--- src/rtl/captura_defs.sv ---
// -----------------------------------------------------------------------------
// captura_defs
//   Shared definitions for the OV7670 frame-capture controller:
//     - capture FSM state encoding
//     - RGB565 byte field positions used to build an RGB332 pixel
//     - colour-bar palette for the optional test pattern
//   Optional feature macro: CAPTURA_TEST_PATTERN_EN (consumed by captura_ctrl).
// -----------------------------------------------------------------------------
package captura_defs;

  typedef enum logic [2:0] {
    IDLE        = 3'd0,
    WAIT_VS     = 3'd1,
    WAIT_VS_END = 3'd2,
    CAPTURE     = 3'd3,
    DONE        = 3'd4
  } capt_state_t;

  // RGB565 arrives as two bytes: RRRRRGGG then GGGBBBBB.
  // RGB332 = {R[4:2], G[5:3], B[4:3]}, i.e. the top bits of each channel.
  localparam int B1_R_HI = 7;
  localparam int B1_R_LO = 5;
  localparam int B1_G_HI = 2;
  localparam int B1_G_LO = 0;
  localparam int B2_B_HI = 4;
  localparam int B2_B_LO = 3;

  // Eight vertical colour bars, left to right.
  localparam logic [7:0] PAL_BAR0 = 8'hFF;
  localparam logic [7:0] PAL_BAR1 = 8'hFC;
  localparam logic [7:0] PAL_BAR2 = 8'h1F;
  localparam logic [7:0] PAL_BAR3 = 8'h1C;
  localparam logic [7:0] PAL_BAR4 = 8'hE3;
  localparam logic [7:0] PAL_BAR5 = 8'hE0;
  localparam logic [7:0] PAL_BAR6 = 8'h03;
  localparam logic [7:0] PAL_BAR7 = 8'h00;

  function automatic logic [7:0] bar_color(input logic [2:0] idx);
    case (idx)
      3'd0:    return PAL_BAR0;
      3'd1:    return PAL_BAR1;
      3'd2:    return PAL_BAR2;
      3'd3:    return PAL_BAR3;
      3'd4:    return PAL_BAR4;
      3'd5:    return PAL_BAR5;
      3'd6:    return PAL_BAR6;
      default: return PAL_BAR7;
    endcase
  endfunction

endpackage

--- src/rtl/captura_edge.sv ---
// -----------------------------------------------------------------------------
// captura_edge
//   Registers one camera framing signal into the PCLK domain and derives
//   single-cycle rise/fall pulses from the registered copy.
//   Ports:
//     clk     - camera PCLK
//     rst_n   - asynchronous active-low reset
//     i_sig   - raw framing input (VSYNC or HREF)
//     o_level - registered level
//     o_rise  - high for one cycle when o_level goes 0->1
//     o_fall  - high for one cycle when o_level goes 1->0
// -----------------------------------------------------------------------------
module captura_edge (
  input  logic clk,
  input  logic rst_n,
  input  logic i_sig,
  output logic o_level,
  output logic o_rise,
  output logic o_fall
);

  logic r_q;
  logic r_q_d;

  // NOTE: sequential state uses non-blocking assignments so every flop samples
  // the pre-edge value of its neighbours regardless of statement order.
  always_ff @(posedge clk or negedge rst_n) begin
    if (!rst_n) begin
      r_q   <= 1'b0;
      r_q_d <= 1'b0;
    end else begin
      r_q   <= i_sig;
      r_q_d <= r_q;
    end
  end

  assign o_level = r_q;
  assign o_rise  = r_q & ~r_q_d;
  assign o_fall  = ~r_q & r_q_d;

endmodule

--- src/rtl/captura_ctrl.sv ---
// -----------------------------------------------------------------------------
// captura_ctrl
//   OV7670 frame-capture controller, clocked by the camera PCLK. Grabs one
//   frame (or frames back to back in continuous mode) framed by VSYNC/HREF,
//   packs RGB565 byte pairs into RGB332 pixels and writes them to a linear
//   framebuffer (addr = row*H_RES + col).
//
//   Parameters: H_RES (pixels kept per line), V_RES (lines kept per frame),
//               ADDR_W (framebuffer address width, 2^ADDR_W >= H_RES*V_RES).
//   Ports:
//     clk, async_reset      - PCLK, asynchronous active-low reset
//     vsync, href, px_data  - camera framing and data bus
//     start                 - one-cycle capture request (ignored while busy)
//     cont                  - continuous mode, sampled at end of frame
//     mem_addr/data/we      - registered framebuffer write port
//     busy                  - controller not idle
//     frame_done            - one-cycle end-of-frame pulse
//     frame_err             - frame ended short; held until next start
//
//   Optional feature: define CAPTURA_TEST_PATTERN_EN to replace pixel data
//   with eight vertical colour bars (framing/addressing unchanged).
// -----------------------------------------------------------------------------
module captura_ctrl
  import captura_defs::*;
#(
  parameter int H_RES  = 160,
  parameter int V_RES  = 120,
  parameter int ADDR_W = 15
) (
  input  logic              clk,
  input  logic              async_reset,
  input  logic              vsync,
  input  logic              href,
  input  logic [7:0]        px_data,
  input  logic              start,
  input  logic              cont,
  output logic [ADDR_W-1:0] mem_addr,
  output logic [7:0]        mem_data,
  output logic              mem_we,
  output logic              busy,
  output logic              frame_done,
  output logic              frame_err
);

  localparam int COL_W = $clog2(H_RES + 1);
  localparam int ROW_W = $clog2(V_RES + 1);

  localparam logic [COL_W-1:0]  COL_END   = COL_W'(H_RES);
  localparam logic [COL_W-1:0]  COL_LAST  = COL_W'(H_RES - 1);
  localparam logic [ROW_W-1:0]  ROW_END   = ROW_W'(V_RES);
  localparam logic [ROW_W-1:0]  ROW_LAST  = ROW_W'(V_RES - 1);
  localparam logic [ADDR_W-1:0] LINE_STEP = ADDR_W'(H_RES);

  // ---------------------------------------------------------------------------
  // Framing edge detection
  // ---------------------------------------------------------------------------
  logic w_vs_lvl, w_vs_rise, w_vs_fall;
  logic w_href_lvl, w_href_rise, w_href_fall;

  captura_edge u_vs_edge (
    .clk     (clk),
    .rst_n   (async_reset),
    .i_sig   (vsync),
    .o_level (w_vs_lvl),
    .o_rise  (w_vs_rise),
    .o_fall  (w_vs_fall)
  );

  captura_edge u_href_edge (
    .clk     (clk),
    .rst_n   (async_reset),
    .i_sig   (href),
    .o_level (w_href_lvl),
    .o_rise  (w_href_rise),
    .o_fall  (w_href_fall)
  );

  // The data bus goes through the same single register stage as HREF so a
  // byte is always consumed together with the HREF level that framed it.
  logic [7:0] r_px;

  always_ff @(posedge clk or negedge async_reset) begin
    if (!async_reset) r_px <= '0;
    else              r_px <= px_data;
  end

  // ---------------------------------------------------------------------------
  // Capture state
  // ---------------------------------------------------------------------------
  capt_state_t       r_state;
  logic [COL_W-1:0]  r_col;
  logic [ROW_W-1:0]  r_row;
  logic              r_phase;
  logic [5:0]        r_b1_bits;    // R[4:2] and G[5:3] from the first byte
  logic [ADDR_W-1:0] r_addr;       // address of the next stored pixel
  logic [ADDR_W-1:0] r_line_base;  // row*H_RES kept as a running sum

  logic [ADDR_W-1:0] r_mem_addr;
  logic [7:0]        r_mem_data;
  logic              r_mem_we;
  logic              r_busy;
  logic              r_frame_done;
  logic              r_frame_err;

  // A fresh HREF rise always starts on byte 0, even if a fall was missed.
  logic w_byte0;
  logic w_in_frame;
  logic w_px_strobe;
  logic w_last;
  logic [7:0] w_pixel;

  assign w_byte0     = !r_phase || w_href_rise;
  assign w_in_frame  = (r_col < COL_END) && (r_row < ROW_END);
  assign w_px_strobe = (r_state == CAPTURE) && w_href_lvl && !w_byte0;
  assign w_last      = w_px_strobe && w_in_frame &&
                       (r_col == COL_LAST) && (r_row == ROW_LAST);

`ifdef CAPTURA_TEST_PATTERN_EN
  // Bar index = col*8/H_RES; the divisor is a constant.
  logic [COL_W+2:0] w_col_x8;
  logic [2:0]       w_bar;

  assign w_col_x8 = {r_col, 3'b000};
  assign w_bar    = 3'(w_col_x8 / (COL_W + 3)'(H_RES));
  assign w_pixel  = bar_color(w_bar);
`else
  assign w_pixel  = {r_b1_bits, r_px[B2_B_HI:B2_B_LO]};
`endif

  always_ff @(posedge clk or negedge async_reset) begin
    if (!async_reset) begin
      r_state      <= IDLE;
      r_col        <= '0;
      r_row        <= '0;
      r_phase      <= 1'b0;
      r_b1_bits    <= '0;
      r_addr       <= '0;
      r_line_base  <= '0;
      r_mem_addr   <= '0;
      r_mem_data   <= '0;
      r_mem_we     <= 1'b0;
      r_busy       <= 1'b0;
      r_frame_done <= 1'b0;
      r_frame_err  <= 1'b0;
    end else begin
      r_mem_we     <= 1'b0;
      r_frame_done <= 1'b0;

      case (r_state)
        IDLE: begin
          if (start) begin
            r_state     <= WAIT_VS;
            r_busy      <= 1'b1;
            r_frame_err <= 1'b0;
          end
        end

        // Only a VSYNC rise seen here guarantees we start on a frame boundary.
        WAIT_VS: begin
          if (w_vs_rise) r_state <= WAIT_VS_END;
        end

        WAIT_VS_END: begin
          if (w_vs_fall) begin
            r_state     <= CAPTURE;
            r_col       <= '0;
            r_row       <= '0;
            r_phase     <= 1'b0;
            r_addr      <= '0;
            r_line_base <= '0;
          end
        end

        CAPTURE: begin
          if (w_href_fall) begin
            // End of line: an odd trailing byte is dropped with the phase.
            r_col   <= '0;
            r_phase <= 1'b0;
            if (r_row != ROW_END) begin
              r_row       <= r_row + ROW_W'(1);
              r_line_base <= r_line_base + LINE_STEP;
              r_addr      <= r_line_base + LINE_STEP;
            end
          end else if (w_href_lvl) begin
            if (w_byte0) begin
              r_b1_bits <= {r_px[B1_R_HI:B1_R_LO], r_px[B1_G_HI:B1_G_LO]};
              r_phase   <= 1'b1;
            end else begin
              r_phase <= 1'b0;
              if (r_col != COL_END) r_col <= r_col + COL_W'(1);
              if (w_in_frame) begin
                r_mem_we   <= 1'b1;
                r_mem_addr <= r_addr;
                r_mem_data <= w_pixel;
                r_addr     <= r_addr + ADDR_W'(1);
              end
            end
          end

          if (w_last) begin
            r_state      <= DONE;
            r_frame_done <= 1'b1;
          end else if (w_vs_rise) begin
            r_state      <= DONE;
            r_frame_done <= 1'b1;
            r_frame_err  <= 1'b1;
          end
        end

        // A short frame ends on VSYNC rising, so VSYNC may still be high here;
        // then the next frame's start edge has already happened.
        DONE: begin
          if (cont) begin
            r_state <= w_vs_lvl ? WAIT_VS_END : WAIT_VS;
          end else begin
            r_state <= IDLE;
            r_busy  <= 1'b0;
          end
        end

        default: begin
          r_state <= IDLE;
          r_busy  <= 1'b0;
        end
      endcase
    end
  end

  assign mem_addr   = r_mem_addr;
  assign mem_data   = r_mem_data;
  assign mem_we     = r_mem_we;
  assign busy       = r_busy;
  assign frame_done = r_frame_done;
  assign frame_err  = r_frame_err;

endmodule

--- config.mk ---
export PLATFORM = sky130hd
export DESIGN_NAME = captura_ctrl
export DESIGN_NICKNAME = d
export VERILOG_FILES = /design/src/rtl/captura_defs.sv /design/src/rtl/captura_edge.sv /design/src/rtl/captura_ctrl.sv
export SDC_FILE = /design/constraint.sdc
export NUM_CORES = 1
export LEC_CHECK = 0
export ABC_AREA = 1
export BUFFER_PORTS_ARGS = -buffer_cell sky130_fd_sc_hd__buf_2
export CORE_ASPECT_RATIO = 1.75
export CORE_MARGIN = 2
export CORE_UTILIZATION = 30
export DETAILED_ROUTE_END_ITERATION = 8
export PLACE_DENSITY = 0.48
export SLEW_MARGIN = 20
export SYNTH_ARGS = -nofsm -noshare
export SYNTH_HDL_FRONTEND = slang
export SYNTH_SLANG_ARGS = --single-unit
--- constraint.sdc ---
create_clock -name clk -period 3.8 [get_ports clk]
set_input_delay 0.57 -clock clk [delete_from_list [all_inputs] [get_ports clk]]
set_output_delay 0.57 -clock clk [all_outputs]
set_load 0.02 [all_outputs]
==> flow_summary.yaml, run 1 <==
global_routing:
  grt_max_degree: 37
  grt_first_pass_wirelength_mm: 16.7
  grtUsageTotal_pct: 13.7
  antenna_found_initial: 0
  first_global_vias: 3390
  grt_overflow: 0
layout:
  fin_nets: 592
  multi_input_area_um2: 1830
  drive_gt1_share_pct: 15.8
  syn2layout_area_growth_pct: 15.5
  diodes: 0
  area.sequential_um2: 2230
  fill_cells: 1472
floorplan:
  num_rows: 58
  start_util_pct: 30.6
  die_h_um: 164
  dieArea_um2: 15600
  io_pins: 41
  coreArea_um2: 14300
  die_w_um: 95.3
synthesis:
  syn_avg_cell_area_um2: 8.24
  synth_area_leaders: "dfrtp_1 (51%), nand2_1 (12%), nand3_1 (5.0%)"
  ys.warnings.count: 0
  synth_seq_cells: 89
  syn-num-nets: 551
  postSynthCellCount: 531
  synth_area_um2: 4380
  synth_edf_count: 0
  ys_top_cells_by_count: "nand2_1 (143), dfrtp_1 (89), inv_1 (58)"
  synth_flop_cell: "dfrtp_1"
  yosys.cell_count.top_type: "nand2_1"
  async_flop_share_pct: 100
  synth-seq-area-share_pct: 50.9
  synth_cell_type_count: 35
  yosysTopAreaCellShare_pct: 50.9
  synth_area_leader_cell: "dfrtp_1"
sta:
  setup_tns_ns: 0
  slew_violations: 0
  relSlewSlack_pct: 59.3
  hold_viol: 0
  finalCritPeriodShare_pct: 58.5
  finalSetupViolCount: 0
  fin_crit_ns: 2.22
  fmax_mhz: 450
  tightest_slew_ns: 0.606
  whs_ns: 0.174
  rsz0062_at_grt: "false"
  fin_skew_ns: 0.00902
placement:
  io_buffer_count: 40
  hpwl_mm: 7.41
  place_congestion: 0.826
routing:
  vias_per_cell: 4.65
  dr_wl_met3_um: 290
  wl_per_cell_um: 13.2
  ant_nets: 0
  top_layer: "met4"
  dr_wl_met2_mm: 5.28
  post-route-drc-count: 0
  vias: 3521
  drtIter0Drc: 208
  met1_length_mm: 4.28
  routed_wl_mm: 10.0
  first_pass_iters: 4
clock_tree:
  cts_hold_buf: 0
  clock-root-buffer: "clkbuf_16"
  clk_latency_ns: 0.34
  htreeDepth: 3
  tritoncts: "yes"
  cts_made_buffers: 9
  clockBufferDepth: 2
  cts_resized: 0
  cts_setup_buffers: 0
  clock_sinks: 89
  path_clk_slew_ns: 0.07
critical_path:
  cp.depth: 5
  timing_worst_setup_path_type: "register to register"
  path_cells: "nor2_2 > clkinv_1 > nor2_1 > a31oi_1 > o21ai_1"
  worst_setup_path_end_kind: "register"
  cp.arrival_ns: 2.49
  path_delay_family: "simple AND/OR/NAND/NOR gates"
  crit_fanout: 19
  rr_worst_depth: 5
  cp_slowest_stage_delay_ns: 0.68
  crit_buf_inv: 1
  worstPathRequired_ns: 4.06
  slowest_stage: "clkinv_1"
  crit_path_start_kind: "register"
min_path:
  hold_path_class: "primary input to asynchronous set/reset pin"
run:
  cap_violations: 0
pwr:
  peakVddDrop_mv: 0.260
  p_leak_nw: 2.39
  cellPowerDensity_nw_per_um2: 677
outcome:
  outcome: "finished clean"
final timing paths:
check / slack, ns / endpoint / startpoint
worst max-delay path: 1.58 / r_addr[7] / u_href_edge.o_level
worst min-delay path: 0.17 / r_px[4] / async_reset
worst max register to register: 1.58 / r_addr[7] / u_href_edge.o_level
worst min register to register: 0.44 / u_vs_edge.r_q_d / u_vs_edge.o_level
max in group asynchronous: 2.87 / u_href_edge.o_level / async_reset
min in group clk: 0.33 / r_px[2] / px_data[2]
final cells by class:
type	count	share of cell area, %
Sequential cell	89	44.1
Multi-Input combinational cell	367	36.2
Clock buffer	10	4.73
Inverter	62	4.70
Timing Repair Buffer	43	4.46
Tap cell	180	4.46
Clock inverter	6	1.41
state kept, by name, summed over array words and instances, names as in the netlist:
signal / cells
mem_addr: 15
r_addr: 15
r_line_base: 10
mem_data: 8
r_col: 8
r_px: 8
r_row: 7
r_b1_bits: 6
r_state: 3
busy: 1
frame_done: 1
frame_err: 1
mem_we: 1
r_phase: 1
u_href_edge.o_level: 1
u_href_edge.r_q_d: 1
u_vs_edge.o_level: 1
u_vs_edge.r_q_d: 1
placed cells by master (no fill, tap or decap), types with 8 or more instances in the layout:
master	netlist	layout
nand2_1	143	143
dfrtp_1	89	89
inv_1	58	58
nor2_1	44	44
nand3_1	44	44
o21ai_0	42	42
buf_2	3	39
a21oi_1	15	15
nand4_1	12	12
xor2_1	10	10
clkbuf_16	0	9
o21ai_2	8	8
metal layers:
layer / vias up / GRT usage [%]
li1: 1797 / -
met1: 1668 / 16.8
met5: - / 0
met4: 0 / 5.34
met3: 8 / 1.93
met2: 48 / 23.8
logic make-up (layout without fill, tap and decap cells):
group           Yosys count  in the layout  share of synthesized area, %
compound gates           81             81                          10.8
xor+xnor                 12             12                          2.40
fa+ha+maj                 6              6                          1.72
buf+inv                  75            121                          7.32
flops                    89             89                          50.9
simple gates            268            268                          26.9
power by group:
part	leakage, nW	switching [mW]	internal [mW]
Combinational	1.08	0.782	0.345
Sequential	1.17	0.181	1.19
Clock	0.146	0.390	0.535
Total	2.39	1.35	2.07
through the flow:
stage               util [%]  cells  instance area [um2]  power (mW)  setup slack [ns]
finish                  35.3    757                 5050        3.42              1.58
global route            35.3    757                 5050        3.69              1.34
CTS                     35.3    757                 5050        3.48              1.53
detailed placement      33.2    741                 4740        2.54              1.54
global placement        33.2    741                 4740        2.53              1.57
floorplan                  -    531                 4380        2.22              2.34
worst register-to-register path: stages, from the launching register on:
cell      delay (ns)
dfrtp_1         0.44
nor2_2          0.52
clkinv_1        0.69
nor2_1          0.29
a31oi_1         0.06
o21ai_1         0.16
Power figures use the tool's default switching activity.
==> inputs of run 2 (changes only) <==
- PLACE_DENSITY: 0.48 -> 0.5
- clock period: 3.8 -> 2 ns (I/O delays scaled with it)
==> run 2 against run 1 <==
  * Cell count is 0.92% higher
  * Global-route usage grew 0.61 points
  * Setup slack worse by 1.4 ns
  * Largest power group unchanged
==> flow_summary.yaml, run 2 (synthesized netlist as in run 1, its figures left out) <==
outcome:
  outcome: "finished clean"
critical_path:
  cp_slowest_stage_delay_ns: 0.44
  crit_path_start_kind: "register"
  crit_fanout: 17
  slowest_stage: "dfrtp_1"
  crit_buf_inv: 4
  cp.arrival_ns: 2.07
  reg2reg_to: "r_line_base[5]"
  path_delay_family: "simple AND/OR/NAND/NOR gates"
  worst_setup_path_end_kind: "register"
  worstPathRequired_ns: 2.28
  path_cells: "inv_2 > nand3_2 > nor2_2 > inv_1 > nand2_2 > inv_1 > nand2_4 > inv_2 > o21ai_0 > o21a_1"
  rr_worst_depth: 10
  timing_worst_setup_path_type: "register to register"
  r2r-start: "r_state[2]"
  r2r_slack_ns: 0.21
pwr:
  clock_power_share_pct: 27.9
  power_frac_comb_pct: 33.0
  cellPowerDensity_nw_per_um2: 1290
  p_leak_nw: 2.45
  p_switching_mw: 2.59
  peakVddDrop_mv: 0.368
  seq_power_share_pct: 39.1
  p_int_mw: 4.08
  switching_share_pct: 38.8
placement:
  hpwl_mm: 7.82
  io_buffer_count: 40
  dpl.cell_count: 747
  place_congestion: 0.790
  dpl_cell_area_um2: 4810
sta:
  setup_tns_ns: 0
  tightest_slew_ns: 0.473
  relSlewSlack_pct: 68.2
  hold_viol: 0
  finalSetupViolCount: 0
  slew_violations: 0
  whs_ns: 0.0602
  rsz0062_at_grt: "false"
  fin_crit_ns: 1.79
  finalCritPeriodShare_pct: 89.4
  fmax_mhz: 559
  fin_skew_ns: 0.00724
floorplan:
  die_h_um: 164
  io_pins: 41
  start_util_pct: 30.6
  dieArea_um2: 15600
  die_w_um: 95.3
  coreArea_um2: 14300
  num_rows: 58
routing:
  wl_per_cell_um: 13.6
  ant_nets: 0
  vias_per_cell: 4.64
  routed_wl_mm: 10.4
  vias: 3547
  first_pass_iters: 4
  post-route-drc-count: 0
  drtIter0Drc: 183
global_routing:
  grt_first_pass_wirelength_mm: 17.5
  grtUsageTotal_pct: 14.3
  antenna_found_initial: 0
  grt_overflow: 0
  first_global_vias: 3653
  grt_max_degree: 46
min_path:
  hp-start: "px_data[1]"
  whs_path_depth: 1
  hold_path_end: "r_px[1]"
  hold_path_class: "primary input to register"
layout:
  fin_area_um2: 5160
  finalNonFillerCells: 764
  fin_nets: 599
  syn2layout_area_growth_pct: 17.9
  final_common_cell: "nand2_1"
  mostFrequentLayoutCells: "nand2_1 (143), dfrtp_1 (89), inv_1 (58)"
  drive_gt1_share_pct: 16.6
  diodes: 0
  final_util_pct: 36.1
clock_tree:
  clk_latency_ns: 0.34
  path_clk_slew_ns: 0.07
  cts_made_buffers: 9
  clock_sinks: 89
  tritoncts: "yes"
  clock-root-buffer: "clkbuf_16"
  clockBufferDepth: 2
  htreeDepth: 3
run:
  cap_violations: 0
run 2: worst max path at each step:
stage,from,to,slack [ns],depth (start not counted)
2_1_floorplan,u_href_edge.o_level,r_line_base[5],0.54,9
3_3_place_gp,r_state[2],r_line_base[14],0.24,10
3_5_place_dp,r_state[2],r_col[5],0.22,9
4_1_cts,r_state[2],r_line_base[5],0.20,9
5_1_grt,r_state[2],r_addr[13],0.02,10
6_report,r_state[2],r_line_base[5],0.21,10
run 2: stage by stage:
stage,power (mW),setup slack [ns]
after global placement,4.80,0.244
after floorplan,4.22,0.538
final,6.66,0.212
after global routing,7.17,0.0226
after CTS,6.75,0.197
after detailed placement,4.85,0.223
run 2: power by group through the flow:
stage	combinational (mW)	sequential, mW	clock (mW)
4_1_cts	2.23	2.61	1.91
6_report	2.20	2.60	1.86
3_3_place_gp	2.17	2.63	0
3_5_place_dp	2.21	2.64	0
5_1_grt	2.50	2.68	1.99
2_1_floorplan	1.42	2.80	0
run 2: cell type report:
type | count | area [um2]
Inverter | 62 | 238
Clock buffer | 10 | 239
Timing Repair Buffer | 50 | 305
Multi-Input combinational cell | 367 | 1830
Clock inverter | 6 | 90.1
Sequential cell | 89 | 2230
Tap cell | 180 | 225
Fill cell | 1459 | 9140
run 2: what timing repair did:
item | in CTS | in global routing
setup endpoints to repair | 0 | 1
hold buffers | 1 | 0
endpoints found under the hold margin | 25 | 0
setup buffers | 0 | 0
gates resized for setup | 0 | 1
run 2: routing by layer:
layer	track usage (%)	up-vias	routed length, um
li1	-	1812	-
met1	15.9	1677	4300
met2	26.8	48	5670
met3	1.93	10	234
met4	5.40	0	181
met5	0	-	0
==> inputs of run 3 (changes only) <==
- SYNTH_HIERARCHICAL: unset -> 1
==> run 3 against run 2 <==
  * Setup slack got worse by 0.090 ns
  * Non-clock buffer count increased by 2
  * Via count about the same
  * Global-route usage decreased by 0.40 points
  * Core utilization decreased by 0.37 points
  * Synthesized cell count increased by 0.19%
  * Sequential share of layout area increased by 0.44 points
  * Flip-flop and latch count unchanged
  * Wire length decreased by 4.1%
  * Critical path type unchanged
  * Highest routed layer unchanged
==> flow_summary.yaml, run 3 <==
synthesis:
  synth_edf_count: 0
  synth_seq_cells: 89
  synth_area_leaders: "dfrtp_1 (51%), nand2_1 (13%), nand3_1 (5.0%)"
  synth-seq-area-share_pct: 51.3
  yosys.cell_count.top_type: "nand2_1"
  syn-num-nets: 552
  postSynthCellCount: 532
  synth_area_um2: 4340
  synth_cell_type_count: 35
  synth_flop_cell: "dfrtp_1"
  ys_top_cells_by_count: "nand2_1 (155), dfrtp_1 (89), inv_1 (52)"
  ys.warnings.count: 6
  synth_area_leader_cell: "dfrtp_1"
  async_flop_share_pct: 100
  syn_avg_cell_area_um2: 8.17
  yosysTopAreaCellShare_pct: 51.3
clock_tree:
  htreeDepth: 3
  clock_sinks: 89
  clk_latency_ns: 0.35
  clockBufferDepth: 2
  tritoncts: "yes"
  cts_made_buffers: 9
  clock-root-buffer: "clkbuf_16"
  path_clk_slew_ns: 0.08
routing:
  drtIter0Drc: 145
  first_pass_iters: 4
  vias_per_cell: 4.62
  wl_per_cell_um: 13.0
  ant_nets: 0
  vias: 3549
  post-route-drc-count: 0
  routed_wl_mm: 9.96
sta:
  finalCritPeriodShare_pct: 93.9
  finalSetupViolCount: 0
  slew_violations: 0
  relSlewSlack_pct: 67.5
  fin_skew_ns: 0.0110
  tightest_slew_ns: 0.487
  fmax_mhz: 532
  rsz0062_at_grt: "true"
  fin_crit_ns: 1.88
  hold_viol: 0
layout:
  diodes: 0
  drive_gt1_share_pct: 16.2
  area.sequential_um2: 2230
  fin_nets: 603
  multi_input_area_um2: 1830
  final_common_cell: "nand2_1"
  mostFrequentLayoutCells: "nand2_1 (155), dfrtp_1 (89), inv_1 (50)"
  fill_cells: 1495
  final_util_pct: 35.7
  syn2layout_area_growth_pct: 17.5
global_routing:
  grt_max_degree: 90
  grtUsageTotal_pct: 13.9
  antenna_found_initial: 0
  grt_first_pass_wirelength_mm: 16.6
  first_global_vias: 3543
  grt_overflow: 0
placement:
  io_buffer_count: 40
  hpwl_mm: 7.32
  place_congestion: 0.844
min_path:
  hold_path_class: "primary input to register"
  whs_path_depth: 1
floorplan:
  io_pins: 41
  num_rows: 58
  dieArea_um2: 15500
  die_w_um: 95.0
  coreArea_um2: 14300
  die_h_um: 163
  start_util_pct: 30.4
critical_path:
  timing_worst_setup_path_type: "register to register"
  worst_setup_path_end_kind: "register"
  crit_path_start_kind: "register"
  cp.arrival_ns: 2.11
  rr_worst_depth: 11
  worstPathRequired_ns: 2.23
  crit_fanout: 13
pwr:
  p_leak_nw: 2.47
  fin_total_pwr_mw: 5.84
  cellPowerDensity_nw_per_um2: 1140
  peakVddDrop_mv: 0.441
run:
  cap_violations: 0
outcome:
  outcome: "finished clean"
## run 3: cell type report
cell class / instances / area share [%]
clock buffer: 9 / 4.41
clock inverter: 7 / 1.42
inverter: 58 / 4.31
multi-input combinational: 373 / 35.8
sequential: 89 / 43.6
tap: 180 / 4.41
timing repair buffer: 52 / 6.03
## run 3: metrics by stage
step	cell area [um2]	setup TNS (ns)	std cells	hold WS, ns	worst slack (ns)
after floorplan	4340	0	532	0.00441	0.365
after global placement	4770	0	749	0.381	0.114
after detailed placement	4770	0	749	0.385	0.0672
after CTS	5080	0	766	0.0328	0.0413
after global routing	5100	-0.0149	768	0.0340	-0.00925
final	5100	0	768	0.0515	0.122
## run 3: cells by family (layout without fill, tap and decap cells)
logic type | Yosys count | count (layout) | synth area share [%]
AND/OR/NAND/NOR | 282 | 282 | 28.4
XOR/XNOR | 15 | 15 | 3.02
flip-flops | 89 | 89 | 51.3
multiplexers | 1 | 1 | 0.259
AO/OA/AOI/OAI | 69 | 69 | 8.44
buffers and inverters | 70 | 126 | 6.88
adder cells (fa/ha/maj) | 6 | 6 | 1.73
## run 3: path summary, 6_finish.rpt
check	from	end	slack, ns
worst max-delay path	u_href_edge/o_level	r_addr[2]	0.12
worst min register to register	r_px[3]	mem_data[0]	0.44
worst max register to register	u_href_edge/o_level	r_addr[2]	0.12
max in group asynchronous	async_reset	r_addr[9]	1.09
worst min-delay path	vsync	u_vs_edge/o_level	0.05
min in group asynchronous	async_reset	u_vs_edge/r_q_d	0.53
## run 3: worst max-delay path: stages, from the launching register on
cell     delay, ns
dfrtp_1       0.43
nor2_1        0.20
inv_2         0.11
nand2_4       0.14
inv_4         0.07
nand2_2       0.06
nand2_2       0.07
nor2_4        0.24
buf_4         0.24
nand3_1       0.10
nand2_2       0.07
nor2_2        0.03
## run 3: routing by layer
metal,global-route usage [%],vias to the layer above,wire (um)
met1,14.7,1681,4050
li1,-,1803,-
met3,3.00,15,273
met5,0,-,0
met2,25.6,50,5410
met4,6.26,0,224
## run 3: what timing repair did
action,in CTS,in global routing
setup endpoints to repair,0,3
hold buffers,1,0
hold endpoints to repair,4,0
buffers inserted,0,2
resized for setup,0,3
## run 3: power breakdown
group / total [mW] / internal [mW] / leakage, nW / switching (mW)
logic: 1.73 / 0.580 / 1.15 / 1.15
registers: 2.42 / 2.16 / 1.18 / 0.267
clock network: 1.68 / 0.880 / 0.143 / 0.802
total: 5.84 / 3.62 / 2.47 / 2.22
